--- src/rtl/scene_pkg.sv ---
// Scene IDs shared by the scene controller and the scene multiplexer.
// The scene state type reuses these encodings directly.
package scene_pkg;

  localparam logic [1:0] MENU_ID      = 2'b00;
  localparam logic [1:0] BATTLE_ID    = 2'b01;
  localparam logic [1:0] ENDGAME_ID   = 2'b10;
  localparam logic [1:0] HOWTOPLAY_ID = 2'b11;

  typedef enum logic [1:0] {
    S_MENU    = MENU_ID,
    S_BATTLE  = BATTLE_ID,
    S_ENDGAME = ENDGAME_ID,
    S_HOWTO   = HOWTOPLAY_ID
  } scene_e;

endpackage

--- src/rtl/scene_ctl_btn_debounce.sv ---
// Button debouncer: one press pulse after CYCLES consecutive high cycles.
// Holding the button does not repeat; release clears the count.
module btn_debounce #(
  parameter int CYCLES = 65000
) (
  input  logic i_pclk,
  input  logic i_rst,
  input  logic i_raw,
  output logic o_press
);

  localparam int W = $clog2(CYCLES + 1);
  localparam logic [W-1:0] MAX  = W'(CYCLES);
  localparam logic [W-1:0] LAST = W'(CYCLES - 1);

  logic [W-1:0] cnt;

  // saturating high-time counter; pulse in the cycle it hits MAX
  always_ff @(posedge i_pclk) begin
    if (i_rst) begin
      cnt     <= '0;
      o_press <= 1'b0;
    end else begin
      o_press <= i_raw && (cnt == LAST);
      if (!i_raw)
        cnt <= '0;
      else if (cnt != MAX)
        cnt <= cnt + 1'b1;
    end
  end

endmodule

--- src/rtl/scene_ctl.sv ---
// Game-flow scene controller: debounced buttons raise scene requests,
// which are held pending and committed only at a vsync rising edge.
module scene_ctl #(
  parameter int DEBOUNCE_CYCLES = 65000,
  parameter int ENDGAME_FRAMES  = 300
) (
  input  logic       i_pclk,
  input  logic       i_rst,
  input  logic       i_vs,
  input  logic       i_btn_start,
  input  logic       i_btn_help,
  input  logic       i_btn_back,
  input  logic       i_game_over,
  output logic [1:0] o_sel,
  output logic       o_battle_init,
  output logic       o_scene_changed
);

  import scene_pkg::*;

  localparam int FW = $clog2(ENDGAME_FRAMES + 1);
  localparam logic [FW-1:0] FMAX  = FW'(ENDGAME_FRAMES);
  localparam logic [FW-1:0] FLAST = FW'(ENDGAME_FRAMES - 1);

  logic start, help, back;
  logic vs_d, go_d;
  logic frame, go_ev, any_btn, commit;
  logic pend, pend_nx;
  logic cand;
  logic tmo;
  logic [FW-1:0] fcnt;
  scene_e state, state_nx;
  scene_e tgt, tgt_nx, cand_tgt;

  btn_debounce #(.CYCLES(DEBOUNCE_CYCLES)) u_start (
    .i_pclk(i_pclk), .i_rst(i_rst),
    .i_raw(i_btn_start), .o_press(start)
  );

  btn_debounce #(.CYCLES(DEBOUNCE_CYCLES)) u_help (
    .i_pclk(i_pclk), .i_rst(i_rst),
    .i_raw(i_btn_help), .o_press(help)
  );

  btn_debounce #(.CYCLES(DEBOUNCE_CYCLES)) u_back (
    .i_pclk(i_pclk), .i_rst(i_rst),
    .i_raw(i_btn_back), .o_press(back)
  );

  assign frame   = i_vs & ~vs_d;
  assign go_ev   = i_game_over & ~go_d;
  assign any_btn = start | help | back;
  assign commit  = frame & pend;
  assign o_sel   = state;

  // edge-detect delay flops for vsync and game over
  always_ff @(posedge i_pclk) begin
    if (i_rst) begin
      vs_d <= 1'b0;
      go_d <= 1'b0;
    end else begin
      vs_d <= i_vs;
      go_d <= i_game_over;
    end
  end

  // candidate target from current scene; earlier branch wins
  always_comb begin
    cand     = 1'b0;
    cand_tgt = state;
    unique case (state)
      S_MENU: begin
        if (start) begin
          cand = 1'b1; cand_tgt = S_BATTLE;
        end else if (help) begin
          cand = 1'b1; cand_tgt = S_HOWTO;
        end
      end
      S_BATTLE: begin
        if (go_ev) begin
          cand = 1'b1; cand_tgt = S_ENDGAME;
        end
      end
      S_ENDGAME: begin
        if (start) begin
          cand = 1'b1; cand_tgt = S_BATTLE;
        end else if (back || tmo) begin
          cand = 1'b1; cand_tgt = S_MENU;
        end
      end
      S_HOWTO: begin
        if (back) begin
          cand = 1'b1; cand_tgt = S_MENU;
        end
      end
    endcase
  end

  // commit pending at frame boundary, else latch first candidate
  always_comb begin
    state_nx = state;
    pend_nx  = pend;
    tgt_nx   = tgt;
    if (commit) begin
      state_nx = tgt;
      pend_nx  = 1'b0;
    end else if (!pend && cand) begin
      pend_nx = 1'b1;
      tgt_nx  = cand_tgt;
    end
  end

  // scene state, pending request and change pulses
  always_ff @(posedge i_pclk) begin
    if (i_rst) begin
      state           <= S_MENU;
      pend            <= 1'b0;
      tgt             <= S_MENU;
      o_scene_changed <= 1'b0;
      o_battle_init   <= 1'b0;
    end else begin
      state           <= state_nx;
      pend            <= pend_nx;
      tgt             <= tgt_nx;
      o_scene_changed <= commit;
      o_battle_init   <= commit && (tgt == S_BATTLE);
    end
  end

  // idle-frame counter in ENDGAME; one-cycle timeout on reaching max
  always_ff @(posedge i_pclk) begin
    if (i_rst) begin
      fcnt <= '0;
      tmo  <= 1'b0;
    end else begin
      tmo <= 1'b0;
      if (state != S_ENDGAME || any_btn) begin
        fcnt <= '0;
      end else if (frame && fcnt != FMAX) begin
        fcnt <= fcnt + 1'b1;
        tmo  <= (fcnt == FLAST);
      end
    end
  end

endmodule

--- config.mk ---
export PLATFORM = sky130hd
export DESIGN_NAME = scene_ctl
export DESIGN_NICKNAME = d
export VERILOG_FILES = /design/src/rtl/scene_pkg.sv /design/src/rtl/scene_ctl_btn_debounce.sv /design/src/rtl/scene_ctl.sv
export SDC_FILE = /design/constraint.sdc
export NUM_CORES = 1
export LEC_CHECK = 0
export BUFFER_PORTS_ARGS = -buffer_cell sky130_fd_sc_hd__buf_2
export CORE_MARGIN = 2
export CORE_UTILIZATION = 35
export DETAILED_ROUTE_END_ITERATION = 7
export GPL_TIMING_DRIVEN = 0
export PLACE_DENSITY = 0.51
export RECOVER_POWER = 50
export SLEW_MARGIN = 20
export SYNTH_ARGS = -nofsm -noshare
export SYNTH_HDL_FRONTEND = slang
export SYNTH_SLANG_ARGS = --single-unit
--- constraint.sdc ---
create_clock -name i_pclk -period 2.1 [get_ports i_pclk]
set_clock_uncertainty 0.1 [all_clocks]
set_input_delay 0.21 -clock i_pclk [delete_from_list [all_inputs] [get_ports i_pclk]]
set_output_delay 0.21 -clock i_pclk [all_outputs]
set_load 0.005 [all_outputs]
==> results.cfg, run 1 <==
[status]
outcome = complete, no violations

[power]
combPwrFrac = 0.026
internal_power_mw = 1.90
p_per_area_nw_per_um2 = 672
ir_worst_vdd_uv = 288
netSwitchingFraction = 0.228
p_sw_uw = 561
p_leak_nw = 1.20
power.share.clock = 0.429
sequentialPowerShare = 0.544

[finish]
nFillCells = 935
fin_nets = 416
final_cells = 517
layout-drive-gt1-share = 0.0690
area_delta_synth_final_pct = 11.6
n_antenna_cell = 0

[clock_tree]
clkLatencyLatePin_ns = 0.34
clock_sinks = 70
h-tree-depth = 3
cts_root_buf = clkbuf_8
post_cts_resized = 0
cts_tree = done
clock_path_buffers = 2
cts.clk_slew.worst_paths_ns = 0.08
cts_buffers = 9

[grt]
grt_first_pass_wirelength_mm = 11.4
track_usage = 0.142
gr-total-overflow = 0
antenna_found_initial = 0
grt_pass1_vias = 2494
grt_max_degree = 13

[floorplan]
fp.dieW_um = 101
ios = 11
rows = 35
start_util = 0.359
die-area_um2 = 10200
core-area_um2 = 9150
die_y_um = 101

[flow_run]
drv_cap = 0

[synthesis]
syn_area_per_cell_um2 = 8.64
synth-xor-area-share = 0.0934
synth_ff_type = dfxtp_1
syn-cell-area_um2 = 3280
ys_seq_area_frac = 0.427
synth_seq_cells = 70
async_flop_share = 0
synth_cells = 380
synth-simple-area-share = 0.300
yosysWarnings = 0
syn_nets = 395
synth-compound-area-share = 0.0907
synthMuxAreaShare = 0.0183
synth_top_family_by_area = simple AND/OR/NAND/NOR gates
synth_adder_area_share = 0.0305
synth.distinct_cells = 49
synth-edff-count = 0

[sta]
fin_tns_setup_ns = 0
fmaxAchievable_mhz = 534
finalSetupViolCount = 0
maxSlewViolCount = 0
fin_crit_ns = 1.87
rsz0062_at_grt = false
hold_violations = 0
fin_crit_sh = 0.892
relSlewSlack = 0.680
tightest_slew_ns = 0.478

[hold_path]
min_from = i_vs
min_to = vs_d$_SDFF_PP0_
hold_path.class = in2reg
min_path_cells = 2

[setup_path]
crit_fanout = 9
rr_endpoint = fcnt[6]$_SDFFE_PP0P_
crit_buf_inv = 1
start_kind = register
slowest_delay_ns = 0.44
cp_data_arrival_time_ns = 2.05
regToRegSetupSlack_ns = 0.23
crit_required_ns = 2.28
critical_path.top_delay_family = simple AND/OR/NAND/NOR gates
crit_type = reg2reg
path_cells = or3_1 > or3_1 > buf_2 > a211o_1 > nand2_1
end_kind = register
r2r-start = o_sel[0]$_SDFFE_PP0P_
cp_slowest_cell = or3_1
path_depth = 5
worst_path_most_repeated_cell = or3_1
reg2reg_depth = 5

[detailed_routing]
remaining_drc_errors = 0
drtPass1Iterations = 4
ant_nets = 0
drtIter0Drc = 109
dr_total_vias = 2643
via_per_inst = 5.11
wirelength_mm = 6.41
avgRoutedWirePerCell_um = 12.4

[place]
dpl.hpwl_mm = 4.53
dpl.cell_count = 500
io_buffers = 9
gp_congestion = 0.705
[state kept, by name, indices dropped and copies added, names as in the netlist]
register and flops:
o_scene_changed 1, tmo 1, u_help.cnt 16, u_help.o_press 1
tgt 2, u_back.cnt 16, fcnt 9, vs_d 1
u_start.o_press 1, u_start.cnt 16, o_sel 2, o_battle_init 1
go_d 1, pend 1, u_back.o_press 1
[per-layer routing]
| metal | share of wire | track usage | vias to the layer above |
|---|---|---|---|
| li1 | - | - | 1383 |
| met1 | 0.50 | 0.184 | 1222 |
| met2 | 0.45 | 0.225 | 27 |
| met3 | 0.022 | 0.0270 | 11 |
| met4 | 0.018 | 0.0695 | 0 |
| met5 | 0 | 0 | - |
[placed cells by master (no fill, tap or decap), types with 8 or more instances in the layout]
cell	instances
nor2_1	46
ha_1	8
nor3_1	13
clkbuf_1	17
inv_1	18
nand2b_1	12
a21oi_1	16
clkbuf_8	9
buf_2	9
nand4_1	16
nand3_1	19
nand2_1	22
xnor2_1	13
xor2_1	22
dfxtp_1	70
[what timing repair did]
item | CTS | global route
buffers inserted | 0 | 0
setup endpoints to repair | 0 | 0
hold buffers | 1 | 0
hold endpoints to repair | 1 | 0
[synthesized netlist by cell type (2+ instances only)]
cell / instances / area, µm²
or3_1: 6 / 37.5
mux2i_1: 6 / 60.1
xor2_1: 22 / 193
or2_2: 2 / 12.5
clkbuf_1: 13 / 48.8
nand2_1: 22 / 82.6
o221ai_1: 2 / 17.5
dfxtp_1: 70 / 1400
nor4bb_1: 2 / 20.0
nand4_1: 16 / 100
nand2b_1: 12 / 75.1
and2_1: 3 / 18.8
inv_1: 18 / 67.6
ha_1: 8 / 100
nor2b_1: 7 / 43.8
a21oi_1: 16 / 80.1
and3_1: 2 / 12.5
nor2_1: 46 / 173
and4b_1: 2 / 20.0
or4_1: 7 / 52.6
o211ai_1: 2 / 15.0
nand3_1: 19 / 95.1
nor3_1: 13 / 65.1
buf_2: 3 / 15.0
nor4_1: 5 / 31.3
nand4b_1: 2 / 17.5
o21ai_0: 7 / 35.0
and4_1: 7 / 61.3
a31oi_1: 2 / 12.5
nand3b_1: 2 / 15.0
o31ai_1: 6 / 45.0
xnor2_1: 13 / 114
[worst max path at each step]
stage	start	end	slack, ns
3_5_place_dp	o_sel[0]$_SDFFE_PP0P_	fcnt[6]$_SDFFE_PP0P_	0.24
5_1_grt	fcnt[0]$_SDFFE_PP0P_	fcnt[8]$_SDFFE_PP0P_	0.08
3_3_place_gp	i_rst	u_back.cnt[9]$_SDFFE_PP0P_	0.26
2_1_floorplan	o_sel[0]$_SDFFE_PP0P_	fcnt[6]$_SDFFE_PP0P_	0.39
4_1_cts	o_sel[0]$_SDFFE_PP0P_	fcnt[6]$_SDFFE_PP0P_	0.21
6_report	o_sel[0]$_SDFFE_PP0P_	fcnt[6]$_SDFFE_PP0P_	0.23
[area by class of cell]
class                   instances  area (µm²)  area share
plain buffers                  16        63.8      0.0174
clock buffers                  10         128      0.0348
clock inverters                 6        62.6      0.0171
inverters                      18        67.6      0.0184
multi-input cells             276        1750       0.478
flip-flops and latches         70        1400       0.383
well taps                     111         139      0.0379
repair buffers                 10        51.3      0.0140
[power by group through the flow]
| stage | Clock, mW | Combinational, mW | Sequential (mW) |
|---|---|---|---|
| finish | 1.06 | 0.0649 | 1.34 |
| global route | 1.17 | 0.0751 | 1.34 |
| CTS | 1.11 | 0.0663 | 1.34 |
| detailed placement | 0 | 0.0647 | 1.37 |
| global placement | 0 | 0.0636 | 1.37 |
| floorplan | 0 | 0.0440 | 1.37 |
[stage by stage]
stage                     power [mW]   util  worst slack (ns)  hold WS (ns)  instance area (µm²)
after global routing            2.59  0.400            0.0805        0.0272                 3660
final                           2.46  0.400             0.228        0.0420                 3660
after detailed placement        1.44  0.379             0.237         0.346                 3470
after CTS                       2.51  0.401             0.210        0.0217                 3670
after global placement          1.44  0.379             0.260         0.342                 3470
after floorplan                 1.41      -             0.387         0.238                 3280
[kinds of logic after synthesis]
kind of cell / count (synthesis)
compound gates: 46
fa+ha+maj: 8
flops: 70
buf+inv: 34
xor+xnor: 35
mux: 6
simple gates: 181
No activity file was read; power rests on OpenSTA's default activity.
==> inputs of run 2 (changes only) <==
- BUFFER_PORTS_ARGS: -buffer_cell sky130_fd_sc_hd__buf_2 -> default
- DONT_BUFFER_PORTS: default -> 1
- PLACE_DENSITY: 0.51 -> 0.5
- SETUP_SLACK_MARGIN: default -> 0.1
==> run 2 against run 1 <==
Against the previous run:
- core utilization unchanged
- sequential share of layout area unchanged
- total power up 1.9%
- worst setup slack worse by 0.051 ns
- highest routed layer unchanged
- final cell count down 1.2%
- critical path depth up 1
- non-clock buffer count down 6
- clock power up 5%
- routed wire length down 2.1%
- combinational power down 6.6%
==> results.cfg, run 2 (synthesized netlist as in run 1, its figures left out) <==
[finish]
multiInputGateArea_um2 = 1760
ff_latch_area_um2 = 1400
area_delta_synth_final_pct = 11.6
final_common_cell = dfxtp_1
most-common-layout-cells = dfxtp_1 (70), nor2_1 (46), nand2_1 (22), xor2_1 (22), nand3_1 (19)
fin_nets = 410
largestRegisters = u_back.cnt: 16 flops, u_help.cnt: 16 flops, u_start.cnt: 16 flops
n_antenna_cell = 0
layout-drive-gt1-share = 0.0575
nFillCells = 928

[sta]
relSlewSlack = 0.676
finalSetupViolCount = 0
maxSlewViolCount = 0
tightest_slew_ns = 0.486
fin_tns_setup_ns = 0
hold_violations = 0
fin_crit_ns = 1.92
rsz0062_at_grt = false
fin_crit_sh = 0.916
fmaxAchievable_mhz = 520

[floorplan]
start_util = 0.359
rows = 35
fp.dieW_um = 101
die-area_um2 = 10200
die_y_um = 101
core-area_um2 = 9150
ios = 11

[detailed_routing]
dr_total_vias = 2581
remaining_drc_errors = 0
drtPass1Iterations = 4
wirelength_mm = 6.28
avgRoutedWirePerCell_um = 12.3
ant_nets = 0
drtIter0Drc = 73
via_per_inst = 5.05

[grt]
grt_first_pass_wirelength_mm = 10.9
grt_max_degree = 12
grt_pass1_vias = 2362
track_usage = 0.134
gr-total-overflow = 0
antenna_found_initial = 0

[clock_tree]
cts_tree = done
cts_root_buf = clkbuf_8
h-tree-depth = 3
clkLatencyLatePin_ns = 0.34
cts_buffers = 9
clock_path_buffers = 2
clock_sinks = 70
cts.clk_slew.worst_paths_ns = 0.07

[hold_path]
min_path_cells = 3
min_from = i_vs
min_to = pend$_SDFFE_PP0P_
hold_path.class = in2reg

[power]
ir_worst_vdd_uv = 343
power_mw = 2.51
p_per_area_nw_per_um2 = 685
p_leak_nw = 1.20

[status]
outcome = complete, no violations

[setup_path]
crit_required_ns = 2.28
crit_fanout = 10
regToRegSetupSlack_ns = 0.18
end_kind = register
reg2reg_depth = 6
rr_endpoint = u_help.cnt[12]$_SDFFE_PP0P_
cp_data_arrival_time_ns = 2.11
start_kind = register
crit_type = reg2reg
r2r-start = u_help.cnt[2]$_SDFFE_PP0P_

[flow_run]
drv_cap = 0

[place]
gp_congestion = 0.742
io_buffers = 0
dpl.hpwl_mm = 4.33
## run 2: changes by cell type in the layout (fill, tap and decap cells not counted)
cell,delta
buf_2,-7
buf_4,+2
clkbuf_8,+2
clkinvlp_4,-2
and2_0,+1
and2_1,-1
clkbuf_1,-1
clkinv_2,-1
dlygate4sd3_1,+1
nor4bb_1,-1
nor4bb_2,+1
## run 2: routing by layer
metal | routed length, µm | GRT usage
met1 | 3270 | 0.182
met2 | 2760 | 0.205
met3 | 184 | 0.0374
met4 | 66 | 0.0474
met5 | 0 | 0
## run 2: area by class of cell
cell class / count / share of cell area
Buffer: 16 / 0.0171
Tap cell: 111 / 0.0379
Multi-Input combinational cell: 276 / 0.480
Sequential cell: 70 / 0.383
Clock buffer: 13 / 0.0434
Clock inverter: 3 / 0.0116
Timing Repair Buffer: 4 / 0.00956
Inverter: 18 / 0.0184
## run 2: where the power goes
| group | switching, mW | leakage, nW | total, mW | internal, mW |
|---|---|---|---|---|
| Clock | 0.495 | 0.0996 | 1.11 | 0.613 |
| Combinational | 0.0383 | 0.531 | 0.0606 | 0.0224 |
| Sequential | 0.00655 | 0.565 | 1.34 | 1.33 |
| Total | 0.540 | 1.20 | 2.51 | 1.97 |
## run 2: what timing repair did
action	CTS	global route
resized for setup	0	1
hold buffers	2	0
endpoints found under the setup margin	0	3
setup buffers	0	2
hold endpoints to repair	2	0
## run 2: stage by stage
step / area, µm² / utilization / hold slack (ns) / worst slack [ns] / instances
after floorplan: 3280 / - / 0.238 / 0.387 / 380
after global placement: 3420 / 0.374 / 0.246 / 0.214 / 491
after detailed placement: 3420 / 0.374 / 0.251 / 0.237 / 491
after CTS: 3640 / 0.398 / 0.0228 / 0.226 / 509
after global routing: 3660 / 0.400 / 0.0468 / 0.0556 / 511
final: 3660 / 0.400 / 0.0374 / 0.177 / 511
## run 2: worst max-delay path by stage
stage	cells after the start	start	slack [ns]	to
global route	6	u_help.cnt[2]$_SDFFE_PP0P_	0.06	u_help.cnt[12]$_SDFFE_PP0P_
finish	6	u_help.cnt[2]$_SDFFE_PP0P_	0.18	u_help.cnt[12]$_SDFFE_PP0P_
CTS	4	u_back.cnt[2]$_SDFFE_PP0P_	0.23	u_back.cnt[15]$_SDFFE_PP0P_
detailed placement	5	i_rst	0.24	u_back.cnt[14]$_SDFFE_PP0P_
floorplan	5	o_sel[0]$_SDFFE_PP0P_	0.39	fcnt[6]$_SDFFE_PP0P_
global placement	5	i_rst	0.21	u_back.cnt[14]$_SDFFE_PP0P_
## run 2: critical path, cell delays in order, from the launching register on
cell and delay, ns:
dfxtp_1 0.30, buf_2 0.19, and4_1 0.21, clkbuf_1 0.32, nand2_1 0.18, or4_1 0.49, nand2_1 0.07
